### src/rtl/mem_port_arbiter_pkg.sv
// Types shared by the unified memory port arbiter: FSM states, grant owner and bus command.
// No logic beyond a combinational round-robin pick.
package mem_port_arbiter_pkg;

  localparam int unsigned TIMER_W = 16;

  typedef enum logic [2:0] {
    IDLE,
    BUSY_I,
    BUSY_D,
    DONE_I,
    DONE_D
  } arb_state_t;

  typedef enum logic {
    GRANT_I,
    GRANT_D
  } arb_grant_t;

  typedef struct packed {
    logic        we;
    logic [31:0] addr;
    logic [31:0] wdata;
  } mem_cmd_t;

  // On a tie the requester that did not win last time gets the port.
  function automatic arb_grant_t pick_grant(input logic       i_req,
                                            input logic       d_req,
                                            input arb_grant_t last);
    if (i_req && d_req) begin
      return (last == GRANT_I) ? GRANT_D : GRANT_I;
    end else if (d_req) begin
      return GRANT_D;
    end
    return GRANT_I;
  endfunction

endpackage

### src/rtl/mem_port_arbiter_timer.sv
// Bus timeout counter: cleared on grant, counts busy cycles without ack.
// expired is combinational and fires in the TIMEOUT_CYC-th busy cycle; no backpressure.
module mem_arb_timer
  import mem_port_arbiter_pkg::*;
#(
  parameter int unsigned TIMEOUT_CYC = 255
) (
  input  logic clk,
  input  logic resetn,
  input  logic clr,
  input  logic en,
  output logic expired
);

  localparam logic [TIMER_W-1:0] LIMIT = TIMER_W'(TIMEOUT_CYC - 1);

  logic [TIMER_W-1:0] cnt_q;
  logic [TIMER_W-1:0] cnt_d;

  always_comb begin
    cnt_d = cnt_q;
    if (clr) begin
      cnt_d = '0;
    end else if (en) begin
      cnt_d = cnt_q + TIMER_W'(1);
    end
  end

  always_ff @(posedge clk or negedge resetn) begin
    if (!resetn) begin
      cnt_q <= '0;
    end else begin
      cnt_q <= cnt_d;
    end
  end

  // cnt_q counts the busy cycles already spent, so the current one is cnt_q+1.
  assign expired = en && (cnt_q == LIMIT);

endmodule

### src/rtl/mem_port_arbiter.sv
// Serialises fetch and data requests onto one memory port, round-robin on ties, with bus timeout.
// Grant to done is ack+1 cycles (min 2); requesters wait on stall_* until their done pulse.
module mem_port_arbiter
  import mem_port_arbiter_pkg::*;
#(
  parameter int unsigned TIMEOUT_CYC = 255
) (
  input  logic        clk,
  input  logic        resetn,
  input  logic        i_req,
  input  logic [31:0] i_addr,
  output logic [31:0] i_rdata,
  output logic        i_done,
  input  logic        d_req,
  input  logic        d_we,
  input  logic [31:0] d_addr,
  input  logic [31:0] d_wdata,
  output logic [31:0] d_rdata,
  output logic        d_done,
  output logic        m_valid,
  output logic        m_we,
  output logic [31:0] m_addr,
  output logic [31:0] m_wdata,
  input  logic        m_ack,
  input  logic [31:0] m_rdata,
  output logic        stall_fetch,
  output logic        stall_mem,
  output logic        bus_err
);

  arb_state_t  state_q, state_d;
  arb_grant_t  last_grant_q, last_grant_d;
  mem_cmd_t    cmd_q, cmd_d;
  logic [31:0] rdata_q, rdata_d;
  logic        err_q, err_d;
  logic        tmr_clr, tmr_en, tmr_expired;
  arb_grant_t  grant;

  assign grant = pick_grant(i_req, d_req, last_grant_q);

  mem_arb_timer #(
    .TIMEOUT_CYC(TIMEOUT_CYC)
  ) u_timer (
    .clk    (clk),
    .resetn (resetn),
    .clr    (tmr_clr),
    .en     (tmr_en),
    .expired(tmr_expired)
  );

  always_comb begin
    state_d      = state_q;
    last_grant_d = last_grant_q;
    cmd_d        = cmd_q;
    rdata_d      = rdata_q;
    err_d        = err_q;
    tmr_clr      = 1'b0;
    tmr_en       = 1'b0;
    case (state_q)
      IDLE: begin
        if (i_req || d_req) begin
          last_grant_d = grant;
          tmr_clr      = 1'b1;
          if (grant == GRANT_D) begin
            state_d = BUSY_D;
            cmd_d   = '{we: d_we, addr: d_addr, wdata: d_wdata};
          end else begin
            state_d = BUSY_I;
            cmd_d   = '{we: 1'b0, addr: i_addr, wdata: 32'd0};
          end
        end
      end
      BUSY_I, BUSY_D: begin
        tmr_en = !m_ack;
        // An ack in the final allowed cycle still counts as a clean completion.
        if (m_ack) begin
          rdata_d = m_rdata;
          state_d = (state_q == BUSY_I) ? DONE_I : DONE_D;
        end else if (tmr_expired) begin
          rdata_d = 32'd0;
          err_d   = 1'b1;
          state_d = (state_q == BUSY_I) ? DONE_I : DONE_D;
        end
      end
      DONE_I, DONE_D: begin
        err_d   = 1'b0;
        state_d = IDLE;
      end
      default: state_d = IDLE;
    endcase
  end

  always_ff @(posedge clk or negedge resetn) begin
    if (!resetn) begin
      state_q      <= IDLE;
      last_grant_q <= GRANT_I;
      cmd_q        <= '0;
      rdata_q      <= '0;
      err_q        <= 1'b0;
    end else begin
      state_q      <= state_d;
      last_grant_q <= last_grant_d;
      cmd_q        <= cmd_d;
      rdata_q      <= rdata_d;
      err_q        <= err_d;
    end
  end

  assign m_valid = (state_q == BUSY_I) || (state_q == BUSY_D);
  assign m_we    = cmd_q.we;
  assign m_addr  = cmd_q.addr;
  assign m_wdata = cmd_q.wdata;

  assign i_done  = (state_q == DONE_I);
  assign d_done  = (state_q == DONE_D);
  assign i_rdata = i_done ? rdata_q : 32'd0;
  assign d_rdata = d_done ? rdata_q : 32'd0;
  assign bus_err = (i_done || d_done) && err_q;

  assign stall_fetch = i_req && !i_done;
  assign stall_mem   = d_req && !d_done;

endmodule

### config.mk
export PLATFORM = sky130hd
export DESIGN_NAME = mem_port_arbiter
export DESIGN_NICKNAME = d
export VERILOG_FILES = /design/src/rtl/mem_port_arbiter_pkg.sv /design/src/rtl/mem_port_arbiter_timer.sv /design/src/rtl/mem_port_arbiter.sv
export SDC_FILE = /design/constraint.sdc
export NUM_CORES = 1
export LEC_CHECK = 0
export ABC_AREA = 1
export CORE_MARGIN = 5
export CORE_UTILIZATION = 45
export DETAILED_ROUTE_END_ITERATION = 8
export PLACE_DENSITY_LB_ADDON = 0.3
export SYNTH_ARGS = -nofsm -noshare
export SYNTH_HDL_FRONTEND = slang
export SYNTH_SLANG_ARGS = --single-unit
### constraint.sdc
create_clock -name clk -period 4.5 [get_ports clk]
set_clock_uncertainty 0.15 [all_clocks]
set_input_delay 1.35 -clock clk [delete_from_list [all_inputs] [get_ports clk]]
set_output_delay 1.35 -clock clk [all_outputs]
set_load 0.02 [all_outputs]
Yosys cells after proc, flatten, opt, wreduce, memory -nomap -nowiden
Cells that the tools add are included.

storage, ports and cells
  memory bits (read-only) = 0
  register bits after elaboration = 118
  memories = 0
  RAM bits = 0
  latch bits = 0

cells by class
  bitwise operators = 0
  $mul = 0
  multiplexer cells = 25
  divide/modulo/power cells = 0
  magnitude comparators = 0
  reductions and logical operators = 21
  $add $sub $neg = 1
  shift-type cells = 0
  equality and inequality tests = 9

operator list
  kind                     count
  $mux W32                 4
  $mux W65                 1
  $mux W16                 2
  $add A16 B1 Y16 const B  1
  $eq A16 B8 Y1 const B    1
  $mux W3                  4
  $mux W1                  11
  $eq A3 B2 Y1 const B     2
  $ne A2 B2 Y1 const B     3
  $pmux W3 S2              1
  $reduce_and A2 Y1        3
  $reduce_bool A2 Y1       3
  $logic_and A1 B1 Y1      5
  $reduce_or A2 Y1         2
  $eq A3 B1 Y1 const B     1
  $eq A3 B3 Y1 const B     1
  $logic_not A1 Y1         3
  $logic_not A3 Y1         1
  $logic_or A1 B1 Y1       3
  $ne A3 B3 Y1 const B     1
  $reduce_and A3 Y1        1
  $mux W2                  1
  $pmux W1 S2              1

Depth between registers and ports, before layout
Gate-level depths: netlist of the first run.

  depth in word-level cells = 7
  mapped depth = 10

By module
From an unflattened synthesis of the first run, not the netlist that was laid out.

second synthesis, totals
  cells, all modules = 803
  area, all modules = 5825.6 sq um

by module, submodules not included
  module            sequential area each (sq um)  cells each  times used  area an instance (sq um)
  mem_port_arbiter  2552.4                        670         1           4857.2
  mem_arb_timer     400.4                         133         1           968.4

Worst setup path before layout of the first run
OpenSTA, ideal clock, no wires.

  path kind = flip-flop to output port
  start point = register state_q[0]
  end point = output i_rdata[10]
  data required time = 3.000 ns
  stages on the path, launching flop included = 6
  setup slack = 1.245 ns
  arrival time = 1.755 ns
  buffers on the path = 1
  path through = dfrtp_1 -> inv_2 -> nor3_1 -> inv_2 -> buf_2 -> nor2_1

between the ends
  word-level cells in the longest chain between the ends = 2

RTL lines
  element                 RTL line                 text
  from (decl)             mem_port_arbiter.sv:31   arb_state_t state_q, state_d;
  from (signal assigned)  mem_port_arbiter.sv:101  state_q <= state_d;
  $eq A3 B2 Y1            mem_port_arbiter.sv:114  assign i_done = (state_q == DONE_I);
  named net i_done        mem_port_arbiter.sv:13   output logic i_done,
  $mux W32                mem_port_arbiter.sv:116  assign i_rdata = i_done ? rdata_q : 32'd0;
  to (decl)               mem_port_arbiter.sv:12   output logic [31:0] i_rdata,

The timed path passes the listed nets, and every way through them passes these cells.

Final worst setup path of the first run
  start point = input d_req
  end point = output stall_mem

between the ends
  word-level cells in the longest chain between the ends = 1

RTL lines
  element              RTL line                 text
  from (decl)          mem_port_arbiter.sv:14   input logic d_req,
  $logic_and A1 B1 Y1  mem_port_arbiter.sv:121  assign stall_mem = d_req && !d_done;
  to (decl)            mem_port_arbiter.sv:27   output logic stall_mem,

No other way between the ends.

==> summary.md, run 1 <==
| Metric | Value |
|---|---|
| Std cell rows | `41` |
| WHS Endpoint | `rdata_q[21]` |
| WP data arrival | `2750 ps` |
| Bufs on Longest Clock Path | `2` |
| FF-to-FF path depth | `9` |
| Synth top area share | `51.9%` |
| Root Buffer | `clkbuf_16` |
| Most used cell, CP | `clkdlybuf4s50_1` |
| Post-Synth Simple-Gate Area | `32.2%` |
| Yosys top cell by area | `dfrtp_1` |
| End-of-flow core utilization | `72.5%` |
| Sequential cell area | `2950 µm²` |
| Worst Min Path Start | `rdata_q[21]` |
| Max-cap violations | `0` |
| Worst slack at placement | `254 ps` |
| Remaining antenna violation count | `0` |
| Outcome | `complete, no violations` |
| RSZ-0062 raised after global routing | `false` |
| Final Hold Vio Count | `0` |
| WHS | `319 ps` |
| Cell Pwr Density | `646 nW/µm²` |
| Mux cell area share after synthesis | `0%` |
| Largest net degree at the start of global routing | `62` |
| Crit path capture type | `primary output` |
| Initial antenna violation count | `0` |
| Share of cells above drive strength 1 | `5.68%` |
| DRC | `0` |
| Worst hold path stage count | `2` |
| Final #Nets | `1161` |
| Worst slew margin | `47.1%` |
| Synth cell types | `21` |
| First-pass GRT wire length | `27.6 mm` |
| Crit path max-delay cell type | `clkdlybuf4s50_1` |
| Post-Syn Nets | `901` |
| Yosys reg bits | `118` |
| Critical path peak fanout | `3` |
| Hold_buf cts | `0` |
| Reg-to-Reg End | `m_addr[3]` |
| Max Clk Rate | `235 MHz` |
| H-tree depth | `4` |
| Core box area | `12500 µm²` |
| Post-synthesis async set-or-reset flop share | `100%` |
| Placer Congestion | `0.900` |
| Sequential share of the synthesized area | `51.9%` |
| Total number of yosys warnings | `0` |
| Fin crit share | `94.4%` |
| Chip Height | `122 µm` |
| Post-Syn Area per Cell | `7.44 µm²` |
| Drt wl/cell | `14.9 µm` |
| FF-to-FF Start | `state_q[1]` |
| Diodes inserted | `0` |
| Num CTS Buffers | `17` |
| Post-synth EDFFs | `0` |
| Cell count after synthesis | `765` |
| Post-CTS Resized | `0` |
| Crit-path cells | `clkdlybuf4s50_1 > inv_1 > nor2_1 > clkdlybuf4s50_1` |
| Leak Pwr | `4.24 nW` |
| Clock sinks | `118` |
| Synth Area in Compound Gates | `7.27%` |
| Top post-synthesis cells by area | `dfrtp_1 52%, nand2_1 17%, nor2_1 7.9%` |
| TritonCTS clock tree | `yes` |
| Worst Setup SP | `d_req` |
| Total number of vias | `5843` |
| M1 WL | `6.71 mm` |
| Flop-to-flop setup slack | `1920 ps` |
| Post-CTS setup buffer count | `0` |
| CP Launch Type | `input pin` |
| Total GRT Usage | `23.8%` |
| Vias in the first global route | `5515` |
| Num ports | `269` |
| Skew-Pair Late Insertion Delay | `410 ps` |
| TNS Setup | `0 ps` |
| Area grow syn2layout | `59.4%` |
| Synth Flop Type | `dfrtp_1` |
| Setup ws final | `252 ps` |
| Critical path class | `input pin to primary output` |
| Minimum clock period | `4250 ps` |
| Area share of fa/ha/maj cells after synthesis | `0.440%` |
| 1st-iter DRT viols | `344` |
| WL met2 | `8.89 mm` |
| PortBufs | `268` |
| Max IR drop VDD | `0.000384 V` |
| Routed WL | `18.0 mm` |
| Clk slew on worst S/H paths | `50 ps` |
| Die width | `122 µm` |
| Initial Utilization | `45.5%` |
| Setup violations, final | `0` |
| Fillers | `987` |
| Dpl hpwl | `13.3 mm` |
| Congestion Overflow GR | `0` |
| Power Total | `5.86 mW` |
| Top cells by instance count after synthesis | `257 x nand2_1, 120 x nor2_1, 118 x dfrtp_1` |
| WP data required | `3000 ps` |
| XOR/XNOR share of the synthesized area | `0.462%` |
| Hold Path Class | `flop to flop` |
| Multi-input gate area | `2320 µm²` |
| Vias per inst | `4.83` |
| Initial DRT Pass Iterations | `5` |
| Main combinational cell family by area after synthesis | `simple AND/OR/NAND/NOR gates` |
| Met3 routed wirelength | `2.06 mm` |
| Cell with the most instances after synthesis | `nand2_1` |
| CP peak stage delay | `600 ps` |
| Pins over their slew limit | `0` |
| Top Layer Used | `met4` |
| DIE AREA | `15000 µm²` |
| Mapped cell area | `5690 µm²` |
| Least-Margin Pin Slew | `793 ps` |
-- cell families after synthesis --
kind of cell | count (synthesis)
fa+ha+maj | 2
simple gates | 456
buf+inv | 104
compound gates | 82
flops | 118
xor+xnor | 3
-- worst max-delay path, delay by kind of cell --
family | cells | cell delay (ps)
simple gates | 1 | 120
buf+inv | 3 | 1280
-- sequential cells by signal, indices dropped and copies added (netlist names) --
signal and flops:
m_wdata 32, m_addr 32, m_we 1, u_timer.cnt_q 16, err_q 1, last_grant_q 1, rdata_q 32, state_q 3
-- how the worst max path moves through the flow --
stage | end | slack (ps) | cells after the start
floorplan | i_rdata[10] | 1240 | 5
detailed placement | stall_mem | 250 | 4
global placement | stall_mem | 290 | 4
CTS | stall_mem | 250 | 4
global route | stall_mem | 210 | 4
finish | stall_mem | 250 | 4
-- power breakdown --
part	leakage (nW)	switching, mW	total (mW)	internal, mW
Sequential	1.50	0.264	1.79	1.53
Clock	0.255	0.504	1.22	0.719
Combinational	2.48	1.70	2.85	1.15
-- per-layer routing --
metal,vias to the layer above,GRT usage [%]
li1,2914,-
met1,2674,26.5
met2,232,40.5
met3,23,11.1
met4,0,7.35
met5,-,0
-- placed cells by master (no fill, tap or decap), drive strengths merged --
| master | synthesis | routed |
|---|---|---|
| inv | 65 | 67 |
| clkinvlp | 0 | 5 |
| ha | 2 | 2 |
| dfrtp | 118 | 118 |
| nand2 | 259 | 259 |
| nor2 | 123 | 123 |
| nand4 | 11 | 11 |
| nor3 | 1 | 1 |
| clkinv | 0 | 7 |
| xor2 | 3 | 3 |
| o21ai | 75 | 75 |
| clkdlybuf4s50 | 0 | 267 |
| clkbuf | 19 | 18 |
| nand3 | 62 | 62 |
| buf | 20 | 13 |
| a21oi | 7 | 7 |
-- stage by stage --
| step | instance area (µm²) | instances |
|---|---|---|
| 2_1_floorplan | 5690 | 765 |
| 3_3_place_gp | 8530 | 1178 |
| 3_5_place_dp | 8530 | 1178 |
| 4_1_cts | 9070 | 1210 |
| 5_1_grt | 9070 | 1210 |
| 6_report | 9070 | 1210 |
-- layout make-up --
class	count	share of cell area [%]
flip-flops and latches	118	32.5
clock inverters	14	1.16
multi-input cells	543	25.6
well taps	172	2.37
repair buffers	280	30.8
inverters	65	2.69
clock buffers	18	4.84
No activity file was read; power rests on OpenSTA's default activity.
==> run 2, diff against run 1 <==
--- a/constraint.sdc
+++ b/constraint.sdc
@@ -3,3 +3,3 @@
 set_input_delay 1.35 -clock clk [delete_from_list [all_inputs] [get_ports clk]]
 set_output_delay 1.35 -clock clk [all_outputs]
-set_load 0.02 [all_outputs]
+set_load 0.1 [all_outputs]
==> run 2 against run 1 <==
Effect of this change:
- core utilization decreased by 0.87 points
- via count decreased by 0.74%
- first-iteration DRC count increased by 24%
- critical path depth unchanged
- cell count decreased by 0.41%
- worst hold slack got worse by 3.5 ps
- wire length decreased by 2.6%
- critical path type unchanged
- critical endpoint is now stall_fetch
- highest routed layer unchanged
==> summary.md, run 2 (same netlist as run 1, synthesis figures left out) <==
| Metric | Value |
|---|---|
| Outcome | `complete, no violations` |
| Congestion Overflow GR | `0` |
| Max-cap violations | `0` |
| Chip Height | `122 µm` |
| Worst slew margin | `29.9%` |
| PortBufs | `268` |
| Top delay family on crit path | `buffers and inverters` |
| Crit path max-delay cell type | `clkdlybuf4s50_1` |
| Worst slack at placement | `557 ps` |
| Setup ws final | `554 ps` |
| Post-CTS Resized | `0` |
| Dpl hpwl | `12.6 mm` |
| Clk slew on worst S/H paths | `50 ps` |
| Crit-path cells | `clkdlybuf4s50_1 > inv_1 > nor2_1 > buf_12` |
| Initial antenna violation count | `0` |
| 1st-iter DRT viols | `427` |
| Critical path peak fanout | `3` |
| Pins over their slew limit | `0` |
| Sequential cell area | `2950 µm²` |
| Die width | `122 µm` |
| CP Launch Type | `input pin` |
| WP data required | `3000 ps` |
| Initial Utilization | `45.5%` |
| Bufs on Longest Clock Path | `2` |
| Clock sinks | `118` |
| Levels on crit path | `4` |
| Initial DRT Pass Iterations | `5` |
| CP Capture Point | `stall_fetch` |
| Drt wl/cell | `14.6 µm` |
| Critical path buffers and inverters | `3` |
| Hold Path Class | `flop to flop` |
| CP peak stage delay | `600 ps` |
| Least-Margin Pin Slew | `1050 ps` |
| Commonest non-fill, non-tap cell in the layout | `nand2_1` |
| Core box area | `12500 µm²` |
| Worst Min Path Start | `m_wdata[11]` |
| H-tree depth | `4` |
| TNS Setup | `0 ps` |
| Final #Nets | `1158` |
| Share of cells above drive strength 1 | `12.0%` |
| Vias per inst | `4.81` |
| Root Buffer | `clkbuf_16` |
| Area grow syn2layout | `57.5%` |
| Crit path capture type | `primary output` |
| First-pass GRT wire length | `27.6 mm` |
| Total GRT Usage | `23.5%` |
| Post-CTS setup buffer count | `0` |
| Multi-input gate area | `2330 µm²` |
| Max Clk Rate | `253 MHz` |
| Flop-to-flop setup slack | `1890 ps` |
| Num CTS Buffers | `17` |
| Num ports | `269` |
| Minimum clock period | `3950 ps` |
| Critical path class | `input pin to primary output` |
| DRC | `0` |
| Skew-Pair Late Insertion Delay | `410 ps` |
| Setup violations, final | `0` |
| Largest net degree at the start of global routing | `66` |
| Worst Setup SP | `i_req` |
| Fillers | `1015` |
| Reg-to-Reg End | `m_addr[28]` |
| Total number of vias | `5800` |
| DIE AREA | `15000 µm²` |
| RSZ-0062 raised after global routing | `false` |
| Std cell rows | `41` |
| TritonCTS clock tree | `yes` |
| Remaining antenna violation count | `0` |
| Diodes inserted | `0` |
| FF-to-FF Start | `state_q[1]` |
| Most frequent cells in the layout | `257 x nand2_1, 197 x clkdlybuf4s50_1, 120 x nor2_1` |
| Vias in the first global route | `5576` |
| Fin crit share | `87.7%` |
| FF-to-FF path depth | `9` |
| Placer Congestion | `0.906` |
| Final Hold Vio Count | `0` |
| Hold_buf cts | `0` |
| Routed WL | `17.6 mm` |
| WP data arrival | `2450 ps` |
==> run 2: changes by cell type in the layout (fill, tap and decap cells not counted), sizes merged <==
cell	change
clkbuf	+3
clkdlybuf4s50	-70
clkinvlp	-4
bufinv	+4
clkinv	-3
inv	-2
buf	+67
==> run 2: cell type report <==
class	count	area share (%)
multi-input cells	543	26.0
repair buffers	277	29.1
flip-flops and latches	118	32.9
clock inverters	9	1.69
inverters	65	2.72
clock buffers	21	5.14
well taps	172	2.40
==> run 2: worst min-delay path by stage <==
stage | end | cells past startpoint | slack (ps)
4_1_cts | m_wdata[3] | 2 | 320
3_5_place_dp | m_wdata[11] | 2 | 310
3_3_place_gp | m_wdata[12] | 2 | 300
5_1_grt | rdata_q[30] | 2 | 330
6_report | m_wdata[11] | 2 | 320
2_1_floorplan | rdata_q[0] | 2 | 290
==> run 2: metrics by stage <==
stage / utilization (%) / hold slack, ps / cells / cell area, µm²
2_1_floorplan: - / 292 / 765 / 5700
3_3_place_gp: 66.7 / 303 / 1175 / 8350
3_5_place_dp: 66.7 / 308 / 1175 / 8350
4_1_cts: 71.6 / 321 / 1205 / 8970
5_1_grt: 71.6 / 333 / 1205 / 8970
6_report: 71.6 / 316 / 1205 / 8970
==> run 2: per-layer routing <==
metal	wire length [µm]	part of all wire, %	global-route usage, %	up-vias
li1	-	-	-	2902
met1	6870	39	27.9	2607
met2	8460	48	38.3	241
met3	1550	8.8	8.29	50
met4	700	4.0	11.0	0
met5	0	0	0	-
==> run 2: worst reg2reg max path, cell delays in order (launching register included) <==
cell,delay [ps]
dfrtp_1,410
inv_1,110
nand2_1,110
nor2_4,90
buf_4,360
o21ai_4,130
buf_4,320
inv_2,450
o21ai_0,220
o21ai_1,180
Power of run 2 is left out: the tool's default activity adds up to more than one toggle a clock period on the data nets, which glitch-free logic cannot reach.
==> run 3, diff against run 2 <==
- CELL_PAD_IN_SITES_DETAIL_PLACEMENT: unset -> 1
- CELL_PAD_IN_SITES_GLOBAL_PLACEMENT: unset -> 1
- CORE_UTILIZATION: 45 -> 31
==> run 3 against run 2 <==
Effect of this change:
- cell count rose by 4.9%
- wire length grew 19%
- register-to-register slack improved by 40 ps
- non-clock buffer count is the same
- core utilization decreased by 22 points
- worst hold slack improved by 1.0 ps
- via count up 2.1%
- critical endpoint is now stall_mem
==> summary.md, run 3 (same netlist as run 1, synthesis figures left out) <==
| Metric | Value |
|---|---|
| Outcome | `complete, no violations` |
| PortBufs | `268` |
| Minimum clock period | `4010 ps` |
| Max-cap violations | `0` |
| Drt wl/cell | `16.6 µm` |
| Area grow syn2layout | `58.3%` |
| Post-route cell area | `9010 µm²` |
| Max Clk Rate | `250 MHz` |
| Critical path peak fanout | `3` |
| Skew-Pair Late Insertion Delay | `410 ps` |
| H-tree depth | `4` |
| DRC | `0` |
| End-of-flow core utilization | `50.0%` |
| Chip Height | `146 µm` |
| First-pass GRT wire length | `34.2 mm` |
| Core box area | `18000 µm²` |
| FF-to-FF path depth | `9` |
| Largest net degree at the start of global routing | `67` |
| Pins over their slew limit | `0` |
| Bufs on Longest Clock Path | `2` |
| Std cell rows | `49` |
| WP data required | `3000 ps` |
| WP data arrival | `2510 ps` |
| Least-Margin Pin Slew | `1060 ps` |
| Remaining antenna violation count | `0` |
| Levels on crit path | `4` |
| CP peak stage delay | `530 ps` |
| Final #Nets | `1158` |
| Initial DRT Pass Iterations | `4` |
| Vias per inst | `4.68` |
| Worst slew margin | `29.2%` |
| Fillers | `2209` |
| Post-route insts no fill | `1264` |
| DIE AREA | `21200 µm²` |
| CP Launch Type | `input pin` |
| Root Buffer | `clkbuf_16` |
| Diodes inserted | `0` |
| Total GRT Usage | `19.9%` |
| Placed instance area | `8430 µm²` |
| Placed Instances | `1232` |
| Commonest non-fill, non-tap cell in the layout | `nand2_1` |
| Critical path buffers and inverters | `3` |
| Dpl hpwl | `15.5 mm` |
| Hold Path Class | `flop to flop` |
| Routed WL | `21.0 mm` |
| Share of cells above drive strength 1 | `12.3%` |
| Initial Utilization | `31.6%` |
| Final Hold Vio Count | `0` |
| Post-CTS Resized | `0` |
| TritonCTS clock tree | `yes` |
| Post-CTS setup buffer count | `0` |
| Num CTS Buffers | `17` |
| Crit path max-delay cell type | `clkdlybuf4s50_1` |
| Setup violations, final | `0` |
| Vias in the first global route | `6377` |
| Clk slew on worst S/H paths | `50 ps` |
| Top delay family on crit path | `buffers and inverters` |
| Fin crit share | `89.1%` |
| Most frequent cells in the layout | `257 x nand2_1, 197 x clkdlybuf4s50_1, 120 x nor2_1` |
| Clock sinks | `118` |
| Worst hold path stage count | `2` |
| Initial antenna violation count | `1` |
| Total number of vias | `5921` |
| Placer Congestion | `0.800` |
| Hold_buf cts | `0` |
| Num ports | `269` |
| Die width | `146 µm` |
| Crit path capture type | `primary output` |
| Congestion Overflow GR | `0` |
| RSZ-0062 raised after global routing | `false` |
| 1st-iter DRT viols | `236` |
| Crit-path cells | `clkdlybuf4s50_1 > inv_1 > nor2_1 > buf_12` |
| Critical path class | `input pin to primary output` |
run 3: layer usage:
layer | track usage [%] | routed length (µm) | vias up
met5 | 0 | 11 | -
met4 | 5.83 | 295 | 2
met3 | 9.31 | 2070 | 26
met2 | 33.1 | 10100 | 194
met1 | 22.9 | 8520 | 2793
li1 | - | - | 2906
run 3: worst reg2reg max path, delay by kind of cell (launching register included):
family,cells,cell delay (ps)
AO/OA/AOI/OAI,3,490
buffers and inverters,4,1270
AND/OR/NAND/NOR,2,200
flip-flops,1,410
run 3: path summary, 6_finish.rpt:
path / start / end / slack (ps)
hold reg to reg: rdata_q[13] / rdata_q[13] / 320
hold / removal: rdata_q[13] / rdata_q[13] / 320
max in group asynchronous: resetn / m_addr[29] / 2530
setup reg to reg: state_q[1] / m_addr[18] / 1930
setup / recovery: d_req / stall_mem / 490
min in group asynchronous: resetn / m_wdata[28] / 830
run 3: layout make-up:
type / instances / area (µm²) / area share (%)
clock inverter: 12 / 128 / 1.42
multi-input combinational: 543 / 2330 / 25.9
inverter: 65 / 244 / 2.71
clock buffer: 20 / 457 / 5.07
sequential: 118 / 2950 / 32.8
timing repair buffer: 277 / 2610 / 29.0
tap: 229 / 287 / 3.18
run 3: stage by stage:
| stage | setup TNS, ps | setup slack, ps | hold slack, ps |
|---|---|---|---|
| floorplan | -14420 | -462 | 292 |
| global placement | 0 | 540 | 302 |
| detailed placement | 0 | 496 | 309 |
| CTS | 0 | 494 | 324 |
| global route | 0 | 475 | 341 |
| finish | 0 | 492 | 317 |
Power of run 3 is left out for the same reason.
